--- src/rtl/control_unit_mc_if.sv ---
// Bus bundle for control_unit_mc: sequencing inputs from the core plus the
// state/enable/counter outputs. The step_mode/step pair exists only when
// CU_SINGLE_STEP_EN is defined.
interface control_unit_mc_if #(
    parameter int unsigned STATE_W     = 3,
    parameter int unsigned EXEC_CNT_W  = 4,
    parameter int unsigned INSTR_CNT_W = 16
);
    logic                   start;
    logic                   stop_signal;
    logic                   mem_ready;
    logic [EXEC_CNT_W-1:0]  exec_cycles;
    logic                   resume;
`ifdef CU_SINGLE_STEP_EN
    logic                   step_mode;
    logic                   step;
`endif
    logic [STATE_W-1:0]     state;
    logic                   fetch_req;
    logic                   decode_en;
    logic                   exec_en;
    logic                   exec_last;
    logic                   pc_inc;
    logic                   halted;
    logic                   fault;
    logic [INSTR_CNT_W-1:0] retired;

    modport master (
`ifdef CU_SINGLE_STEP_EN
        output step_mode, output step,
`endif
        output start, output stop_signal, output mem_ready,
        output exec_cycles, output resume,
        input  state, input fetch_req, input decode_en, input exec_en,
        input  exec_last, input pc_inc, input halted, input fault,
        input  retired
    );

    modport slave (
`ifdef CU_SINGLE_STEP_EN
        input  step_mode, input step,
`endif
        input  start, input stop_signal, input mem_ready,
        input  exec_cycles, input resume,
        output state, output fetch_req, output decode_en, output exec_en,
        output exec_last, output pc_inc, output halted, output fault,
        output retired
    );
endinterface

--- src/rtl/control_unit_mc.sv ---
// control_unit_mc: multi-cycle IDLE/FETCH/DECODE/EXECUTE/HALT/FAULT sequencer
// with start, fetch-ready handshake and timeout, decoder-driven execute
// length, resume, and a wrapping retired-instruction counter.
// Optional macro CU_SINGLE_STEP_EN adds the PAUSE state (step_mode/step).
module control_unit_mc #(
    parameter int unsigned STATE_W       = 3,
    parameter int unsigned EXEC_CNT_W    = 4,
    parameter int unsigned FETCH_TIMEOUT = 15,
    parameter int unsigned INSTR_CNT_W   = 16
) (
    input  logic             clk,
    input  logic             reset,
    control_unit_mc_if.slave bus
);
    localparam int unsigned WAIT_W = $clog2(FETCH_TIMEOUT + 1);

    typedef enum logic [2:0] {
        IDLE    = 3'd0,
        FETCH   = 3'd1,
        DECODE  = 3'd2,
        EXECUTE = 3'd3,
        HALT    = 3'd4,
        FAULT   = 3'd5,
        PAUSE   = 3'd6
    } state_t;

    state_t                 state_q, state_d;
    logic [WAIT_W-1:0]      wait_q, wait_d;
    logic [EXEC_CNT_W-1:0]  exec_q, exec_d;
    logic [INSTR_CNT_W-1:0] retired_q, retired_d;
    logic                   last_w;

    // State, counters and retired count; reset dominates everything.
    always_ff @(posedge clk) begin
        if (reset) begin
            state_q   <= IDLE;
            wait_q    <= '0;
            exec_q    <= '0;
            retired_q <= '0;
        end else begin
            state_q   <= state_d;
            wait_q    <= wait_d;
            exec_q    <= exec_d;
            retired_q <= retired_d;
        end
    end

    // Next-state and counter update. The wait counter defaults to zero so it
    // is cleared on every entry into FETCH, including resume from FAULT.
    always_comb begin
        state_d   = state_q;
        wait_d    = '0;
        exec_d    = exec_q;
        retired_d = retired_q;
        last_w    = (state_q == EXECUTE) && (exec_q == EXEC_CNT_W'(1));
        case (state_q)
            IDLE: begin
                if (bus.start) state_d = FETCH;
            end
            FETCH: begin
                if (bus.mem_ready) begin
                    state_d = DECODE;
                end else if (wait_q == WAIT_W'(FETCH_TIMEOUT)) begin
                    state_d = FAULT;
                end else begin
                    wait_d = wait_q + WAIT_W'(1);
                end
            end
            DECODE: begin
                exec_d  = (bus.exec_cycles == '0) ? EXEC_CNT_W'(1) : bus.exec_cycles;
                state_d = EXECUTE;
            end
            EXECUTE: begin
                exec_d = exec_q - EXEC_CNT_W'(1);
                if (last_w) begin
                    retired_d = retired_q + INSTR_CNT_W'(1);
                    // stop takes precedence over single-step pause
                    if (bus.stop_signal) begin
                        state_d = HALT;
`ifdef CU_SINGLE_STEP_EN
                    end else if (bus.step_mode) begin
                        state_d = PAUSE;
`endif
                    end else begin
                        state_d = FETCH;
                    end
                end
            end
            HALT: begin
                if (bus.resume) state_d = FETCH;
            end
            FAULT: begin
                if (bus.resume) state_d = FETCH;
            end
`ifdef CU_SINGLE_STEP_EN
            PAUSE: begin
                if (bus.step) state_d = FETCH;
            end
`endif
            default: state_d = IDLE;
        endcase
    end

    // Output decode of the registered state and exec counter.
    always_comb begin
        bus.state     = STATE_W'(state_q);
        bus.fetch_req = (state_q == FETCH);
        bus.decode_en = (state_q == DECODE);
        bus.exec_en   = (state_q == EXECUTE);
        bus.exec_last = last_w;
        bus.pc_inc    = last_w;
        bus.halted    = (state_q == HALT);
        bus.fault     = (state_q == FAULT);
        bus.retired   = retired_q;
    end
endmodule

--- src/flat_wrapper.sv ---
// flat-port wrapper written by rule: the top's interface ports become plain ports
module control_unit_mc_flat 
#(
    parameter int unsigned STATE_W       = 3,
    parameter int unsigned EXEC_CNT_W    = 4,
    parameter int unsigned FETCH_TIMEOUT = 15,
    parameter int unsigned INSTR_CNT_W   = 16
)
  (clk, reset, bus_start, bus_stop_signal, bus_mem_ready, bus_exec_cycles, bus_resume, bus_state, bus_fetch_req, bus_decode_en, bus_exec_en, bus_exec_last, bus_pc_inc, bus_halted, bus_fault, bus_retired);
  control_unit_mc_if #(.STATE_W(STATE_W), .EXEC_CNT_W(EXEC_CNT_W), .INSTR_CNT_W(INSTR_CNT_W)) bus_i ();
  input  logic clk;
  input  logic reset;
  input wire logic [$bits(bus_i.start)-1:0] bus_start;
  input wire logic [$bits(bus_i.stop_signal)-1:0] bus_stop_signal;
  input wire logic [$bits(bus_i.mem_ready)-1:0] bus_mem_ready;
  input wire logic [$bits(bus_i.exec_cycles)-1:0] bus_exec_cycles;
  input wire logic [$bits(bus_i.resume)-1:0] bus_resume;
  output wire logic [$bits(bus_i.state)-1:0] bus_state;
  output wire logic [$bits(bus_i.fetch_req)-1:0] bus_fetch_req;
  output wire logic [$bits(bus_i.decode_en)-1:0] bus_decode_en;
  output wire logic [$bits(bus_i.exec_en)-1:0] bus_exec_en;
  output wire logic [$bits(bus_i.exec_last)-1:0] bus_exec_last;
  output wire logic [$bits(bus_i.pc_inc)-1:0] bus_pc_inc;
  output wire logic [$bits(bus_i.halted)-1:0] bus_halted;
  output wire logic [$bits(bus_i.fault)-1:0] bus_fault;
  output wire logic [$bits(bus_i.retired)-1:0] bus_retired;
  assign bus_i.start = bus_start;
  assign bus_i.stop_signal = bus_stop_signal;
  assign bus_i.mem_ready = bus_mem_ready;
  assign bus_i.exec_cycles = bus_exec_cycles;
  assign bus_i.resume = bus_resume;
  assign bus_state = bus_i.state;
  assign bus_fetch_req = bus_i.fetch_req;
  assign bus_decode_en = bus_i.decode_en;
  assign bus_exec_en = bus_i.exec_en;
  assign bus_exec_last = bus_i.exec_last;
  assign bus_pc_inc = bus_i.pc_inc;
  assign bus_halted = bus_i.halted;
  assign bus_fault = bus_i.fault;
  assign bus_retired = bus_i.retired;
  control_unit_mc #(.STATE_W(STATE_W), .EXEC_CNT_W(EXEC_CNT_W), .FETCH_TIMEOUT(FETCH_TIMEOUT), .INSTR_CNT_W(INSTR_CNT_W)) u_core (.clk(clk), .reset(reset), .bus(bus_i));
endmodule
--- config.mk ---
export PLATFORM = sky130hd
export DESIGN_NAME = control_unit_mc_flat
export DESIGN_NICKNAME = d
export VERILOG_FILES = /design/src/rtl/control_unit_mc_if.sv /design/src/rtl/control_unit_mc.sv /design/src/flat_wrapper.sv
export SDC_FILE = /design/constraint.sdc
export NUM_CORES = 1
export LEC_CHECK = 0
export BUFFER_PORTS_ARGS = -buffer_cell sky130_fd_sc_hd__buf_2
export CORE_UTILIZATION = 40
export CTS_CLUSTER_DIAMETER = 30
export CTS_CLUSTER_SIZE = 24
export DETAILED_ROUTE_END_ITERATION = 7
export PLACE_DENSITY = 0.59
export RECOVER_POWER = 50
export SLEW_MARGIN = 20
export SYNTH_ARGS = -nofsm -noshare
export SYNTH_HDL_FRONTEND = slang
export SYNTH_SLANG_ARGS = --single-unit
--- constraint.sdc ---
create_clock -name clk -period 3.15 [get_ports clk]
set_input_delay 0 -clock clk [delete_from_list [all_inputs] [get_ports clk]]
set_output_delay 0 -clock clk [all_outputs]
set_load 0.01 [all_outputs]
* Word level (Yosys, flattened, before mapping)
Cells that the tools add are included.
Word-level totals: word-level logic and storage cells 36, register bits 27
Cells by class: add/subtract/negate cells 3, reduce and logical (&&, ||, !) cells 8, multiplexer cells 9, eq/ne operators 11, bitwise operators 1
Operator list (count):
- $mux 3 | 6
- $add 16x1->16 const B | 1
- $pmux 3 s5 | 1
- $pmux 4 s2 | 1
- $eq 3x2->1 const B | 2
- $eq 3x3->1 const B | 2
- $add 4x1->4 const B | 1
- $eq 4x1->1 const B | 1
- $eq 4x4->1 const B | 1
- $logic_not 4->1 | 1
- $mux 4 | 1
- $ne 2x1->1 const B | 2
- $reduce_and 4->1 | 1
- $reduce_or 4->1 | 1
- $sub 4x1->4 const B | 1
- $eq 3x1->1 const B | 1
- $logic_not 3->1 | 1
- $ne 3x2->1 const B | 1
- $ne 2x2->1 const B | 1
- $reduce_and 2->1 | 1
- $reduce_bool 2->1 | 1
- $reduce_or 2->1 | 1
- $logic_and 1x1->1 | 1
- $not 1->1 | 1

* Depth between registers and ports, before layout
Gate-level depths: netlist (run 1).
depth in word-level cells 4, gate-level depth with buffers 8, mapped depth without buffers 6

* Worst setup path before layout (run 1)
OpenSTA, ideal clock, no wires.
kind register to register, from reg u_core.exec_q[0], to reg u_core.retired_q[15] (netlist: u_core.bus.retired[15]), slack 1335 ps, data arrival time 1694 ps, clock period less this slack 1815 ps, path buffers 2, stages on the path, launching flop included 8, required time 3029 ps, cell sequence dfxtp_1 ha_1 and4bb_1 buf_6 nand4_4 buf_6 nor4_1 mux2_2
Between the ends: word-level cells in the longest chain between the ends 3
RTL lines:
- from (decl) | line control_unit_mc.sv:29 | logic [EXEC_CNT_W-1:0] exec_q, exec_d;
- from (signal assigned) | line control_unit_mc.sv:38 | exec_q <= '0;
- from (signal assigned) | line control_unit_mc.sv:43 | exec_q <= exec_d;
- $eq 4x1->1 | line control_unit_mc.sv:55 | last_w = (state_q == EXECUTE) && (exec_q == EXEC_CNT_W'(1));
- $logic_and 1x1->1 | line control_unit_mc.sv:55
- $reduce_and 2->1 (no line)
- to (signal assigned) | line control_unit_mc.sv:44 | retired_q <= retired_d;
- to (decl) | line control_unit_mc.sv:30 | logic [INSTR_CNT_W-1:0] retired_q, retired_d;
Every way passes these cells. A chain may end at the register's enable or synchronous reset.

* Worst setup path in the final report (run 1)
from reg u_core.state_q[1] (netlist: u_core.bus.state[1]), to reg u_core.retired_q[15] (netlist: u_core.bus.retired[15])
Between the ends: word-level cells in the longest chain between the ends 3
RTL lines:
- from (decl) | line control_unit_mc.sv:27 | state_t state_q, state_d;
- from (signal assigned) | line control_unit_mc.sv:41 | state_q <= state_d;
- $eq 3x2->1 * | line control_unit_mc.sv:55, control_unit_mc.sv:56
- $logic_and 1x1->1 | line control_unit_mc.sv:55
- $reduce_and 2->1 (no line) *
Every way passes the cells marked *; elsewhere a longest branch is shown, timed or not.

==> results of run 1 <==
==> cells in the final DEF (no fill, tap or decap), types with 2 or more instances in the layout <==
| master | Yosys | final |
|---|---|---|
| dfxtp_1 | 27 | 27 |
| clkbuf_1 | 3 | 22 |
| nor2_1 | 20 | 20 |
| a21oi_1 | 18 | 18 |
| buf_2 | 1 | 14 |
| nand3_1 | 12 | 12 |
| o21ai_0 | 9 | 9 |
| nand2_1 | 7 | 7 |
| inv_1 | 7 | 7 |
| or4_1 | 6 | 6 |
| nor2b_1 | 5 | 5 |
| o31ai_1 | 5 | 5 |
| xor2_1 | 5 | 5 |
| nand2b_1 | 4 | 4 |
| nor3_1 | 4 | 4 |
| or3_1 | 4 | 4 |
| ha_1 | 4 | 4 |
| nand4_1 | 3 | 3 |
| clkbuf_4 | 0 | 3 |
| dlygate4sd3_1 | 0 | 3 |
| or2_2 | 2 | 2 |
| xnor2_1 | 2 | 2 |
| nand3b_1 | 2 | 2 |
| and4_1 | 2 | 2 |
| and3_1 | 2 | 2 |
==> worst max-delay path: stages (launching register included) <==
cell     delay (ns)
dfxtp_1        0.55
and2b_1        0.45
nand4_4        0.25
nor4_1         0.30
mux2_2         0.37
==> per-stage QoR <==
stage	utilization	hold WS, ns	setup WS (ns)	cells
final	0.480	0.0178	1.14	252
after global routing	0.480	0.0140	0.903	252
after CTS	0.488	0.0151	1.17	252
after detailed placement	0.471	0.318	1.20	245
after global placement	0.471	0.315	1.25	245
after floorplan	-	0.194	1.33	173
==> cell type report <==
class                           count  area share
Clock buffer                        4      0.0162
Inverter                            8      0.0185
Multi-Input combinational cell    129       0.488
Sequential cell                    27       0.332
Tap cell                           46      0.0354
Timing Repair Buffer               38       0.110
==> registers in the layout, summed over array words and instances (netlist names) <==
register,count
u_core.bus.retired,16
u_core.exec_q,4
u_core.wait_q,4
u_core.bus.state,3
==> layer usage <==
metal | global-route usage | up-vias | part of all wire
li1 | - | 689 | -
met1 | 0.240 | 613 | 0.49
met2 | 0.272 | 33 | 0.46
met3 | 0.0435 | 2 | 0.042
met4 | 0.0413 | 0 | 0.0065
met5 | 0 | - | 0
==> worst paths after layout <==
check / start / to / cells after the start
max reg2reg: u_core.bus.state[1] / u_core.bus.retired[15] / 4
min reg2reg: u_core.wait_q[0] / u_core.wait_q[0] / 1
min: bus_exec_cycles[1] / u_core.exec_q[1] / 3
max: u_core.bus.state[1] / u_core.bus.retired[15] / 4
==> report_power, final <==
group          internal (mW)  switching [mW]
combinational         0.0938           0.136
clock                 0.0496           0.103
sequential             0.367          0.0453
==> kinds of logic after synthesis <==
logic type | count (synthesis)
DFF | 27
buffers and inverters | 17
xor gates and xnor gates | 7
adders and majority gates | 4
AOI/OAI and AO/OA | 39
muxes | 1
and+or+nand+nor | 78
==> results.md, run 1 <==
- Buffers on Ports: 35
- Global-route usage over all layers: 0.173
- Placed Instance Area: 1600 sq um
- Post_cts resized: 0
- Post-Synth Adder-Cell Area: 0.0350
- N_diodes: 0
- Slew @ Worst Pin: 0.678 ns
- Peak VDD IR: 315 uV
- Worst Path Class, Setup: flip-flop to flip-flop
- Initial drt markers: 67
- Die area: 3820 sq um
- Synth area leader: dfxtp_1
- Largest family of logic cells by synthesized area: simple AND/OR/NAND/NOR gates
- Outcome: completed
- Tot Pwr: 795 uW
- Largest net degree at the start of global routing: 28
- Fillers: 361
- Post-Synth XOR/XNOR Area: 0.0428
- Post-synthesis mux area share: 0.00787
- Area of the core: 3390 sq um
- Post-synthesis cell count: 173
- Post-synth top area share: 0.378
- Root Driver: clkbuf_4
- Synth Area in Simple Gates: 0.307
- Final setup fails: 0
- Max cap viols: 0
- Leak pwr: 0.588 nW
- Fin crit period: 2.01 ns
- Initial antenna violation count: 0
- CP Launch Type: flip-flop
- DPL Wire Length: 2.20 mm
- Synthesized Nets: 187
- Area of the multi-input gates: 793 sq um
- Main area contributors after synthesis: dfxtp_1, a21oi_1, nor2_1, nand3_1, ha_1
- DR DRC count: 0
- Register area share after synthesis: 0.378
- Die H: 61.8 um
- Final worst-path cycle share: 0.639
- Synth Flop Type: dfxtp_1
- CTS buffer count: 3
- Die X: 61.8 um
- Post-synthesis register bit count: 27
- Final non-filler cell area: 1630 sq um
- Synth top cells by count: dfxtp_1, nor2_1, a21oi_1, nand3_1, o21ai_0
- Synth Area in Compound Gates: 0.163
- YS warnings: 0
- CTS sink count: 27
- Worst Skew: 0.00531 ns
- Max clock buf depth: 2
- Data required, critical path: 3.38 ns
- CTS tree: done
- EDFF count, synth: 0
- Global-route wire length before repair: 4.91 mm
- Synthesized area: 1430 sq um
- # IOs: 36
- DR WL/cell: 12.3 um
- Hold Buf Count CTS: 3
- P&R area growth vs syn: 13.6%
- CP Capture Type: flip-flop
- Pwr/cell area: 488 nW/um^2
- Final Slew Violations: 0
- Synth unique cells: 40
- Hold crit path type: input port to flip-flop
- Site row count: 21
- Gpl congestion: 0.822
- Clk slew on worst S/H paths: 0.15 ns
- FF/Latch Area: 541 sq um
- Final setup TNS: 0 ns
- Detailed Route WL: 3.09 mm
- Post-synth ARST share: 0
- R2R setup slack: 1.14 ns
- Fin. Hold Viols: 0
- Mean area per synthesized cell: 8.27 sq um
- Postcts setup bufs: 0
- Routed vias/inst: 5.31
- RSZ-0062 raised after global routing: no
- Worst-Skew Late Latency: 0.32 ns
- Worst-path maximum fanout: 13
- ANT nets after route: 0
- Layout cell share with drive strength beyond 1: 0.102
- CP arrival: 2.24 ns
- Layout Nets: 221
- Vias after detailed routing: 1337
- Vias in the first global route: 1112
- Most frequent cell after synthesis: dfxtp_1
- FMAX: 0.496 GHz
- First-pass DRT Iterations: 4
- Initial core utilization: 0.422
- Worst slew margin: 0.542
- Aggregate global routing overflow: 0
- Htree depth: 1
Power figures use the tool's default switching activity.
==> run 2, diff against run 1 <==
==> constraint.sdc (replaced) <==
create_clock -name clk -period 2 [get_ports clk]
set_input_delay 0 -clock clk [delete_from_list [all_inputs] [get_ports clk]]
set_output_delay 0 -clock clk [all_outputs]
set_load 0.01 [all_outputs]
==> run 2 against run 1 <==
- sequential share of layout area fell by 0.33 points
- register-to-register slack got worse by 0.99 ns
- die area unchanged
- sequential cell count unchanged
- setup slack lost 0.99 ns
- critical path type unchanged
==> results.md, run 2 (same netlist as run 1, synthesis figures left out) <==
- Worst-path maximum fanout: 13 (unchanged)
- FMAX: 0.539 GHz (was 0.496 GHz)
- Vias after detailed routing: 1360 (was 1337)
- CTS sink count: 27 (unchanged)
- Worst-Skew Late Latency: 0.32 ns (about the same)
- Min-delay src: bus_exec_cycles[1] (unchanged)
- Routed vias/inst: 5.33 (was 5.31)
- Final non-filler cell area: 1650 sq um (was 1630 sq um)
- Die X: 61.8 um (unchanged)
- Buffers on Ports: 35 (unchanged)
- Hold crit path type: input port to flip-flop (unchanged)
- CP Capture Type: flip-flop (unchanged)
- Placed Instance Area: 1620 sq um (was 1600 sq um)
- Clk slew on worst S/H paths: 0.14 ns (was 0.15 ns)
- Global-route usage over all layers: 0.181 (was 0.173)
- Max cap viols: 0 (unchanged)
- Initial core utilization: 0.422 (unchanged)
- Final setup fails: 0 (unchanged)
- CTS buffer count: 3 (unchanged)
- Leak pwr: 0.603 nW (was 0.588 nW)
- Vias in the first global route: 1136 (was 1112)
- Initial antenna violation count: 0 (unchanged)
- RSZ-0062 raised after global routing: no (unchanged)
- Htree depth: 1 (unchanged)
- Fillers: 352 (was 361)
- ANT nets after route: 0 (unchanged)
- Most frequent cells in the layout: dfxtp_1, clkbuf_1, nor2_1 (unchanged)
- Gpl congestion: 0.779 (was 0.822)
- Area of the core: 3390 sq um (unchanged)
- Final Slew Violations: 0 (unchanged)
- CP Launch Type: flip-flop (unchanged)
- DR WL/cell: 12.6 um (was 12.3 um)
- Outcome: completed (unchanged)
- Comb pwr share: 0.332 (was 0.289)
- P&R area growth vs syn: 15.0% (was 13.6%)
- N_diodes: 0 (unchanged)
- Layout cell share with drive strength beyond 1: 0.124 (was 0.102)
- DPL Wire Length: 2.35 mm (was 2.20 mm)
- Fin crit period: 1.85 ns (was 2.01 ns)
- Clock share of power: 0.182 (was 0.192)
- Pint: 818 uW (was 510 uW)
- Reg2reg end: u_core.bus.retired[15] (unchanged)
- RR Startpoint: u_core.exec_q[1] (was u_core.bus.state[1])
- # IOs: 36 (unchanged)
- Cells after DPL: 248 (was 245)
- Worst Skew: 0.00996 ns (was 0.00531 ns)
- Worst Path Class, Setup: flip-flop to flip-flop (unchanged)
- Max reg flops: 16 (unchanged)
- Hold worst-path end: u_core.exec_q[1] (unchanged)
- Slew @ Worst Pin: 0.606 ns (was 0.678 ns)
- Fin. Hold Viols: 0 (unchanged)
- Hold Path Depth: 3 (unchanged)
- CP arrival: 2.08 ns (was 2.24 ns)
- Aggregate global routing overflow: 0 (unchanged)
- R2R setup slack: 0.15 ns (was 1.14 ns)
- Root Driver: clkbuf_4 (unchanged)
- Layout Nets: 224 (was 221)
- Max clock buf depth: 2 (unchanged)
- Data required, critical path: 2.23 ns (was 3.38 ns)
- DR DRC count: 0 (unchanged)
- Most common cell after layout, fill and taps aside: dfxtp_1 (unchanged)
- Reg2Reg Depth: 6 (was 4)
- Initial drt markers: 66 (was 67)
- CTS tree: done (unchanged)
- Site row count: 21 (unchanged)
- First-pass DRT Iterations: 4 (unchanged)
- Detailed Route WL: 3.22 mm (was 3.09 mm)
- Peak VDD IR: 364 uV (was 315 uV)
- Switch Pwr: 441 uW (was 284 uW)
- Largest net degree at the start of global routing: 28 (unchanged)
- Die H: 61.8 um (unchanged)
- Pwr/cell area: 765 nW/um^2 (was 488 nW/um^2)
- Switch share: 0.350 (was 0.358)
- Final worst-path cycle share: 0.927 (was 0.639)
- Sequential Power Share: 0.486 (was 0.519)
- Final setup TNS: 0 ns (unchanged)
- Worst slew margin: 0.591 (was 0.542)
- Non-Filler Instances: 255 (was 252)
- Global-route wire length before repair: 5.12 mm (was 4.91 mm)
- Die area: 3820 sq um (unchanged)
[run 2: cell types whose count changed in the layout (fill, tap and decap cells not counted), sizes merged]
| cell | previous run | this run |
|---|---|---|
| buf | 14 | 17 |
[run 2: power by group through the flow]
stage               logic (mW)  registers [mW]  clock network [mW]
floorplan                0.297           0.629                   0
global placement         0.420           0.621                   0
detailed placement       0.431           0.623                   0
CTS                      0.437           0.611               0.249
global route             0.477           0.619               0.263
finish                   0.418           0.612               0.229
[run 2: routing by layer]
metal  GRT usage  routed length [um]  vias to the layer above
li1            -                   -                      696
met5           0                   0                        -
met3      0.0269                  88                        4
met4      0.0698                  45                        0
met1       0.230                1510                      634
met2       0.310                1570                       26
[run 2: final cells by class]
class                      count  area [sq um]  share of cell area
multi-input combinational    129           795               0.483
sequential                    27           542               0.329
timing repair buffer          41           196               0.119
tap                           46          57.6              0.0350
inverter                       8          30.0              0.0182
clock buffer                   4          26.3              0.0160
[run 2: how the worst max path moves through the flow]
| stage | end | cells after the start | startpoint | slack (ns) |
|---|---|---|---|---|
| after floorplan | u_core.bus.retired[15] | 7 | u_core.exec_q[0] | 0.18 |
| after detailed placement | u_core.bus.retired[15] | 5 | u_core.exec_q[0] | 0.13 |
| final | u_core.bus.retired[15] | 6 | u_core.exec_q[1] | 0.15 |
| after global placement | u_core.bus.retired[15] | 5 | u_core.exec_q[0] | 0.20 |
| after global routing | u_core.bus.retired[7] | 5 | u_core.exec_q[0] | 0.05 |
| after CTS | u_core.bus.retired[15] | 5 | u_core.exec_q[0] | 0.13 |
[run 2: per-stage QoR]
stage | setup WS [ns] | power (mW) | hold WS [ns] | utilization
2_1_floorplan | 0.185 | 0.926 | 0.194 | -
3_3_place_gp | 0.201 | 1.04 | 0.320 | 0.478
3_5_place_dp | 0.134 | 1.05 | 0.326 | 0.478
4_1_cts | 0.127 | 1.30 | 0.0272 | 0.495
5_1_grt | 0.0512 | 1.36 | 0.0632 | 0.486
6_report | 0.146 | 1.26 | 0.0437 | 0.486
[run 2: what timing repair did]
item                                   CTS  global route
setup buffers                            0             0
endpoints found under the hold margin    3             0
hold buffers                             3             0
setup endpoints to repair                0             1
gates resized for setup                  0             1
[run 2: critical path: stages (launching register included)]
cell and delay (ns):
dfxtp_1 0.35, inv_1 0.07, ha_1 0.15, and4bb_1 0.30
nand4_4 0.21, nor4_1 0.31, mux2_2 0.37
